==> src/rtl/music_player.sv <==
// Note sequencer and square-wave tone generator: steps through the note ROM
// at a fixed tempo and drives the speaker pin with the decoded pitch.
module music_player #(
    parameter int unsigned TEMPO_DIV = 25000000,
    parameter logic [7:0]  LAST_ADDR = 8'd240,
    parameter bit          LOOP      = 1'b1,
    parameter int unsigned ROM_LAT   = 2
) (
    input  logic       clk,
    input  logic       reset,
    input  logic       enable,
    input  logic       restart,
    input  logic [7:0] note_in,
    output logic [7:0] address,
    output logic       speaker,
    output logic       playing,
    output logic       done
);

    localparam int TW = $clog2(TEMPO_DIV);
    localparam int FW = (ROM_LAT > 1) ? $clog2(ROM_LAT) : 1;
    localparam logic [TW-1:0] TEMPO_LAST = TW'(TEMPO_DIV - 1);
    localparam logic [FW-1:0] FETCH_LAST = FW'(ROM_LAT - 1);

    typedef enum logic [1:0] {
        IDLE  = 2'd0,
        FETCH = 2'd1,
        PLAY  = 2'd2,
        DONE  = 2'd3
    } state_t;

    state_t state, state_next;

    logic [TW-1:0] tempo_cnt;
    logic [FW-1:0] fetch_cnt;
    logic [19:0]   tone_cnt;
    logic [19:0]   half_period;
    logic [7:0]    active_note;

    logic tempo_end;
    logic fetch_end;
    logic stay_fetch;
    logic stay_play;
    logic latch_note;
    logic step_now;
    logic tone_wrap;

    // Half-period in clk cycles for a note; zero marks a rest.
    function automatic logic [19:0] decode_note(input logic [7:0] note);
        logic [19:0] base;
        logic [7:0]  octave;
        logic [7:0]  pitch;
        octave = note / 8'd12;
        pitch  = note % 8'd12;
        case (pitch)
            8'd0:    base = 20'd764409;
            8'd1:    base = 20'd721501;
            8'd2:    base = 20'd681013;
            8'd3:    base = 20'd642797;
            8'd4:    base = 20'd606722;
            8'd5:    base = 20'd572672;
            8'd6:    base = 20'd540530;
            8'd7:    base = 20'd510204;
            8'd8:    base = 20'd481579;
            8'd9:    base = 20'd454545;
            8'd10:   base = 20'd429037;
            default: base = 20'd404957;
        endcase
        if (note == 8'd0 || note >= 8'd96) begin
            decode_note = 20'd0;
        end else begin
            decode_note = base >> octave[2:0];
        end
    endfunction

    assign tempo_end  = (tempo_cnt == TEMPO_LAST);
    assign fetch_end  = (fetch_cnt == FETCH_LAST);
    assign stay_fetch = !restart && (state == FETCH) && (state_next == FETCH);
    assign stay_play  = !restart && (state == PLAY) && (state_next == PLAY);
    assign latch_note = !restart && (state == FETCH) && (state_next == PLAY);
    assign step_now   = !restart && (state == PLAY) && enable && tempo_end;
    assign tone_wrap  = (half_period != 20'd0) && (tone_cnt == half_period - 20'd1);

    always_ff @(posedge clk or posedge reset) begin
        if (reset) begin
            state <= IDLE;
        end else begin
            state <= state_next;
        end
    end

    // Restart overrides everything, including a tempo step landing in the same cycle.
    always_comb begin
        state_next = state;
        playing    = 1'b0;
        done       = 1'b0;
        if (restart) begin
            state_next = enable ? FETCH : IDLE;
        end else begin
            case (state)
                IDLE: begin
                    if (enable) state_next = FETCH;
                end
                FETCH: begin
                    if (!enable)        state_next = IDLE;
                    else if (fetch_end) state_next = PLAY;
                end
                PLAY: begin
                    if (!enable) begin
                        state_next = IDLE;
                    end else if (tempo_end) begin
                        state_next = (address == LAST_ADDR && !LOOP) ? DONE : FETCH;
                    end
                end
                default: state_next = DONE;
            endcase
        end
        playing = (state == FETCH) || (state == PLAY);
        done    = (state == DONE);
    end

    always_ff @(posedge clk or posedge reset) begin
        if (reset) begin
            address <= 8'd0;
        end else if (restart) begin
            address <= 8'd0;
        end else if (step_now) begin
            if (address != LAST_ADDR) begin
                address <= address + 8'd1;
            end else if (LOOP) begin
                address <= 8'd0;
            end
        end
    end

    always_ff @(posedge clk or posedge reset) begin
        if (reset) begin
            fetch_cnt <= '0;
            tempo_cnt <= '0;
        end else begin
            fetch_cnt <= stay_fetch ? fetch_cnt + 1'b1 : '0;
            tempo_cnt <= stay_play ? tempo_cnt + 1'b1 : '0;
        end
    end

    // The ROM output is valid on the last FETCH cycle, so it is decoded right there
    // and half_period is ready on the first PLAY cycle.
    always_ff @(posedge clk or posedge reset) begin
        if (reset) begin
            active_note <= 8'd0;
            half_period <= 20'd0;
        end else if (latch_note) begin
            active_note <= note_in;
            half_period <= decode_note(note_in);
        end
    end

    // Leaving PLAY for any reason clears the tone phase, so every note starts low.
    always_ff @(posedge clk or posedge reset) begin
        if (reset) begin
            tone_cnt <= 20'd0;
            speaker  <= 1'b0;
        end else if (stay_play && half_period != 20'd0) begin
            if (tone_wrap) begin
                tone_cnt <= 20'd0;
                speaker  <= ~speaker;
            end else begin
                tone_cnt <= tone_cnt + 20'd1;
            end
        end else begin
            tone_cnt <= 20'd0;
            speaker  <= 1'b0;
        end
    end

endmodule

==> config.mk <==
export PLATFORM = sky130hd
export DESIGN_NAME = music_player
export DESIGN_NICKNAME = d
export VERILOG_FILES = /design/src/rtl/music_player.sv
export SDC_FILE = /design/constraint.sdc
export NUM_CORES = 1
export LEC_CHECK = 0
export CAP_MARGIN = 15
export CORE_ASPECT_RATIO = 0.5
export CORE_UTILIZATION = 55
export CTS_CLUSTER_DIAMETER = 150
export DETAILED_ROUTE_END_ITERATION = 6
export PLACE_DENSITY = 0.78
export SYNTH_ARGS = -nofsm -noshare
export SYNTH_HDL_FRONTEND = slang
export SYNTH_SLANG_ARGS = --single-unit
==> constraint.sdc <==
create_clock -name clk -period 4.2 [get_ports clk]
set_input_delay 1.26 -clock clk [delete_from_list [all_inputs] [get_ports clk]]
set_output_delay 1.26 -clock clk [all_outputs]
set_load 0.05 [all_outputs]
=== Word level (Yosys, flattened, before mapping) ===
Memory sizes are Yosys's and may differ from the RTL's.
Cells that the tools add are included.

* Multiplexer cells: 20
* Multipliers: 0
* Bitwise logic cells: 1
* Reductions and logical operators: 17
* Add/subtract/negate cells: 5
* Order comparisons: 1
* Divide/modulo/power cells: 2
* Shift operators: 1
* Equality and inequality tests: 9

{| class="wikitable"
|+ Operator list
! kind !! count
|-
| 20-bit 2-to-1 mux || 5
|-
| 25-bit by 1-bit adder with 25-bit output, second input constant || 1
|-
| 25-bit equality test, second input constant || 1
|-
| 25-bit 2-to-1 mux || 1
|-
| 8-bit 2-to-1 mux || 3
|-
| 20-bit by 1-bit adder with 20-bit output, second input constant || 1
|-
| 20-bit equality test || 1
|-
| 20-bit nonzero test || 1
|-
| 20-bit by 3-bit >> shifter with 20-bit output || 1
|-
| 20-bit by 1-bit subtractor with 20-bit output, second input constant || 1
|-
| 2-bit 2-to-1 mux || 6
|-
| 1-bit logical AND || 9
|-
| 8-bit by 1-bit adder with 8-bit output, second input constant || 1
|-
| 8-bit by 4-bit divider with 8-bit output, second input constant || 1
|-
| 8-bit by 7-bit greater-or-equal comparator with 1-bit output, second input constant || 1
|-
| 8-bit logical NOT || 1
|-
| 8-bit by 4-bit remainder unit with 8-bit output, second input constant || 1
|-
| 8-bit != test, second input constant || 1
|-
| 2-bit equality test, second input constant || 3
|-
| 2-bit one-hot mux with 3 select lines || 1
|-
| 2-bit by 1-bit equality test with 1-bit output, second input constant || 2
|-
| 4-bit logical NOT || 1
|-
| 1-bit 2-to-1 mux || 4
|-
| 2-bit logical NOT || 1
|-
| other kinds (6) || 7
|}

* Word-level logic and storage cells: 64
* Register bits: 77
* Memory bits (read-only): 320
* Latch bits: 0
* Output and inout bits: 11
* Memory bits (writable): 0
* Memories kept: 1

{| class="wikitable"
|+ Memory list
! memory !! depth !! bits a word !! read ports !! clocked after memory_dff !! write ports !! RTL line !! RTL
|-
| (no name shown) || 16 || 20 || 1 || 0 || 0 || 55 || <nowiki>case (pitch)</nowiki>
|}

=== Depth between registers and ports, before layout ===
* Depth in word-level cells: 10
* Gate-level depth with buffers: 13
* Depth with buffers taken out: 10

=== Worst setup path after synthesis ===
Ideal clock, no wire load.

* Kind: input -> register
* Start point: input port note_in[7]
* End point: register half_period[2]
* Setup slack: 0.451 ns
* Required time: 4.049 ns
* Cell stages on the path: 10
* Library setup time: 0.151 ns
* Arrival: 3.599 ns
* Path through: or4b_2 -> o311a_1 -> o22ai_1 -> or2_2 -> clkbuf_1 -> clkbuf_1 -> a21oi_1 -> a31o_2 -> o221ai_1 -> o311ai_0

* Cells in the longest elaborated chain, start to end: 6
* Elaborated cells between the ends (all ways): 11
* Classes of those cells: 2 x div; 1 x order compare; 1 x shift; 3 x mux; 3 x reduce/logical; 1 x memory

{| class="wikitable"
|+ RTL lines
! element !! RTL line !! RTL
|-
| from (decl) || 13 || <nowiki>input logic [7:0] note_in,</nowiki>
|-
| 8-bit by 4-bit remainder unit with 8-bit output || 54 || <nowiki>pitch = note % 8'd12;</nowiki>
|-
| memory read 16 x 20 bit or 4-bit logical NOT (tied branches) || - ||
|-
| 20-bit 2-to-1 mux || 55 ||
|-
| 20-bit 2-to-1 mux || 152 || <nowiki>end else if (latch_note) begin</nowiki>
|-
| 20-bit by 3-bit >> shifter with 20-bit output || 72 || <nowiki>decode_note = base >> octave[2:0];</nowiki>
|-
| 20-bit 2-to-1 mux (*) || 69 || <nowiki>if (note == 8'd0 || note >= 8'd96) begin</nowiki>
|-
| to (signal assigned) || 154 || <nowiki>half_period <= decode_note(note_in);</nowiki>
|-
| to (decl) || 37 || <nowiki>logic [19:0] half_period;</nowiki>
|}

Mark *: on every way between the ends. The rest lies on a longest branch, timed or not. The select of a mux whose other input is x is not followed.
A chain may end at the register's enable or synchronous reset.

=== Worst setup path in the final report ===
* Start point: input port note_in[4]
* End point: register half_period[12]

The elaborated chain is that of the path after synthesis.

==> flow_metrics.env <==
export IMPL_grt_max_degree=54
export IMPL_yosysWarnings=0
export IMPL_post_cts_setup_buffer_count=0
export IMPL_cts_resized=0
export IMPL_io_buffers=22
export IMPL_timing_final_crit_share=0.960
export IMPL_cp_max_fo=7
export IMPL_drc=0
export IMPL_hold_viol=0
export IMPL_hold_start="tempo_cnt[0]"
export IMPL_wl_per_cell_um=16.2
export IMPL_drt_initial_drc_count=340
export IMPL_start_util=0.573
export IMPL_power_mw=2.62
export IMPL_slowest_delay_ps=650
export IMPL_finalSetupTns_ps=0
export IMPL_ir_worst_vdd_v=0.000236
export IMPL_finish_instance_area_sq_mm=0.00695
export IMPL_synth_seq_cells=77
export IMPL_r2r_end="tone_cnt[13]"
export IMPL_cts_hold_buf=0
export IMPL_cts_tree="built"
export IMPL_cp_arrival_ps=4270
export IMPL_seq_area_frac_synth=0.326
export IMPL_synth_distinct_cells=73
export IMPL_overflow=0
export IMPL_crit_buf_inv=3
export IMPL_syn_num_nets=753
export IMPL_rsz0062_at_grt="false"
export IMPL_clk_pin_slew_ps=60
export IMPL_area_growth_syn_to_layout_pct=17.7
export IMPL_r2r_cells=8
export IMPL_rows=26
export IMPL_vias_per_cell=6.10
export IMPL_final_common_cell="nor2_1"
export IMPL_synth_flop_cell="dfrtp_1"
export IMPL_synthArstFlopShare=1.00
export IMPL_cts_root_buf="clkbuf_16"
export IMPL_final_cell_mix="nor2_1, dfrtp_1, nand2_1"
export IMPL_worstMarginPinSlew_ps=703
export IMPL_grt_total_usage=0.281
export IMPL_clock_sinks=77
export IMPL_yosysTopAreaCellShare=0.326
export IMPL_regToRegStartpoint="half_period[2]"
export IMPL_cap_violations=0
export IMPL_dp_cells=912
export IMPL_worstPathCellList="clkdlybuf4s50_1 -> or4b_2 -> o311a_1 -> o22ai_1 -> buf_4 -> nor3_1 -> a2111oi_1 -> buf_4 -> a211oi_1 -> mux2_2 -> o221ai_1"
export IMPL_cp_required_ps=4440
export IMPL_cts_buffers=9
export IMPL_stdcell_count=928
export IMPL_die_h_um=75.3
export IMPL_drive_gt1_frac=0.132
export IMPL_routabilityCongestion=0.971
export IMPL_htreeDepth=3
export IMPL_coreArea_sq_mm=0.0103
export IMPL_path_common_cell="buf_4"
export IMPL_min_path_cells=1
export IMPL_fin_crit_ps=4030
export IMPL_final_nets=811
export IMPL_num_io_pins=23
export IMPL_clock_skew_final_ps=7.86
export IMPL_synth_area_per_cell_sq_um=8.15
export IMPL_reg2reg_slack_ps=420
export IMPL_powerDensity_mw_per_mm2=377
export IMPL_synth_cells=725
export IMPL_maxSlewHeadroom=0.519
export IMPL_fill_cells=813
export IMPL_vias=5664
export IMPL_netlist_area_sq_mm=0.00591
export IMPL_die_w_um=149
export IMPL_critPathCaptureType="flop"
export IMPL_crit_cells=11
export IMPL_synth_edff_count=0
export IMPL_p_leak_nw=2.87
export IMPL_drt_wl_total_um=15100
export IMPL_hpwl_um=11100
export IMPL_antenna_found_initial=0
export IMPL_ant_nets=0
export IMPL_maxSlewViolCount=0
export IMPL_synth_area_top_cells="dfrtp_1, nor2_1, xor2_1"
export IMPL_synth_top_area_cell="dfrtp_1"
export IMPL_grt_pass1_wl_um=25100
export IMPL_setup_violations_final=0
export IMPL_holdCritPathClass="reg2reg"
export IMPL_hold_worst_slack_ps=493
export IMPL_critPathSlowestCell="or4b_2"
export IMPL_worstSkewPairLatency_ps=330
export IMPL_clock_path_buffers=2
export IMPL_criticalPathCategory="in2reg"
export IMPL_start_kind="input port"
export IMPL_status="finished, final reports clean"
export IMPL_grt_pass1_vias=5266
export IMPL_path_delay_family="compound AO/OA/AOI/OAI gates"
export IMPL_fp_dieArea_sq_mm=0.0112
export IMPL_diodes=0
export IMPL_drt_first_pass_iters=5
export IMPL_dpl_cell_area_sq_mm=0.00665
export IMPL_max_freq_mhz=248
export IMPL_holdPathEnd="tempo_cnt[0]"
how the worst max path moves through the flow:
stage | startpoint | end | slack, ps
6_report | note_in[4] | half_period[12] | 170
5_1_grt | note_in[4] | half_period[12] | 20
4_1_cts | note_in[4] | half_period[12] | 150
3_5_place_dp | note_in[4] | half_period[12] | -180
3_3_place_gp | note_in[4] | half_period[8] | -90
2_1_floorplan | note_in[7] | half_period[2] | 450
metal layers:
layer	global-route usage	up-vias	wire length, um
met1	0.366	2697	7030
met3	0.0407	31	678
met2	0.491	182	7030
met5	0	-	0
li1	-	2754	-
met4	0.0985	0	336
cell type report:
| cell class | instances | area, sq um | area share |
|---|---|---|---|
| multi-input cells | 586 | 3730 | 0.537 |
| flip-flops and latches | 77 | 1930 | 0.277 |
| repair buffers | 86 | 726 | 0.104 |
| clock buffers | 10 | 239 | 0.0344 |
| well taps | 140 | 175 | 0.0252 |
| inverters | 23 | 86.3 | 0.0124 |
| clock inverters | 6 | 68.8 | 0.00990 |
registers in the layout, indices dropped and copies added, names as in the netlist:
signal	cells
speaker	1
address	8
fetch_cnt	1
tone_cnt	20
tempo_cnt	25
state	2
half_period	20
cells in the mapped netlist, types with 3 or more instances:
library cell,count
inv_1,23
nor2_1,87
dfrtp_1,77
o21ai_0,43
o22a_1,4
xnor2_1,33
or4_1,4
nor4b_1,3
o211ai_1,16
ha_1,16
nand2_1,68
a2bb2oi_1,3
or3_1,10
a211oi_1,6
or3b_2,3
or2_2,7
o221ai_1,8
o2111ai_1,4
a31o_2,3
and2_1,5
nor3b_1,3
a2111oi_0,3
a221oi_1,3
o21a_1,3
nand2b_1,7
mux2_2,3
o31ai_1,8
nand4_1,9
o31a_1,3
nor2b_1,9
and3_1,15
a22oi_1,4
a21oi_1,35
clkbuf_1,33
mux2i_1,10
nand3_1,33
a32oi_1,3
xor2_1,36
buf_2,3
nor4_1,5
o311ai_0,5
nor3_1,15
a31oi_1,9
o22ai_1,4
cells by family (layout without fill, tap and decap cells):
| group | count (synthesis) | count (layout) | synth area share |
|---|---|---|---|
| AO/OA/AOI/OAI | 192 | 192 | 0.224 |
| XOR/XNOR | 69 | 69 | 0.102 |
| adder cells (fa/ha/maj) | 16 | 16 | 0.0339 |
| buffers and inverters | 62 | 125 | 0.0426 |
| flip-flops | 77 | 77 | 0.326 |
| multiplexers | 13 | 13 | 0.0227 |
| AND/OR/NAND/NOR | 296 | 296 | 0.249 |
metrics by stage:
stage	utilization	setup slack [ps]
global placement	0.644	-87.6
global route	0.674	23.4
detailed placement	0.644	-177
floorplan	-	451
CTS	0.674	151
finish	0.674	166
report_power, final:
part           internal [mW]  leakage, nW  switching (mW)
combinational          0.453         1.65           0.546
clock                  0.480        0.149           0.311
sequential             0.776         1.07          0.0551
total                   1.71         2.87           0.911
No activity file was read; power rests on OpenSTA's default activity.
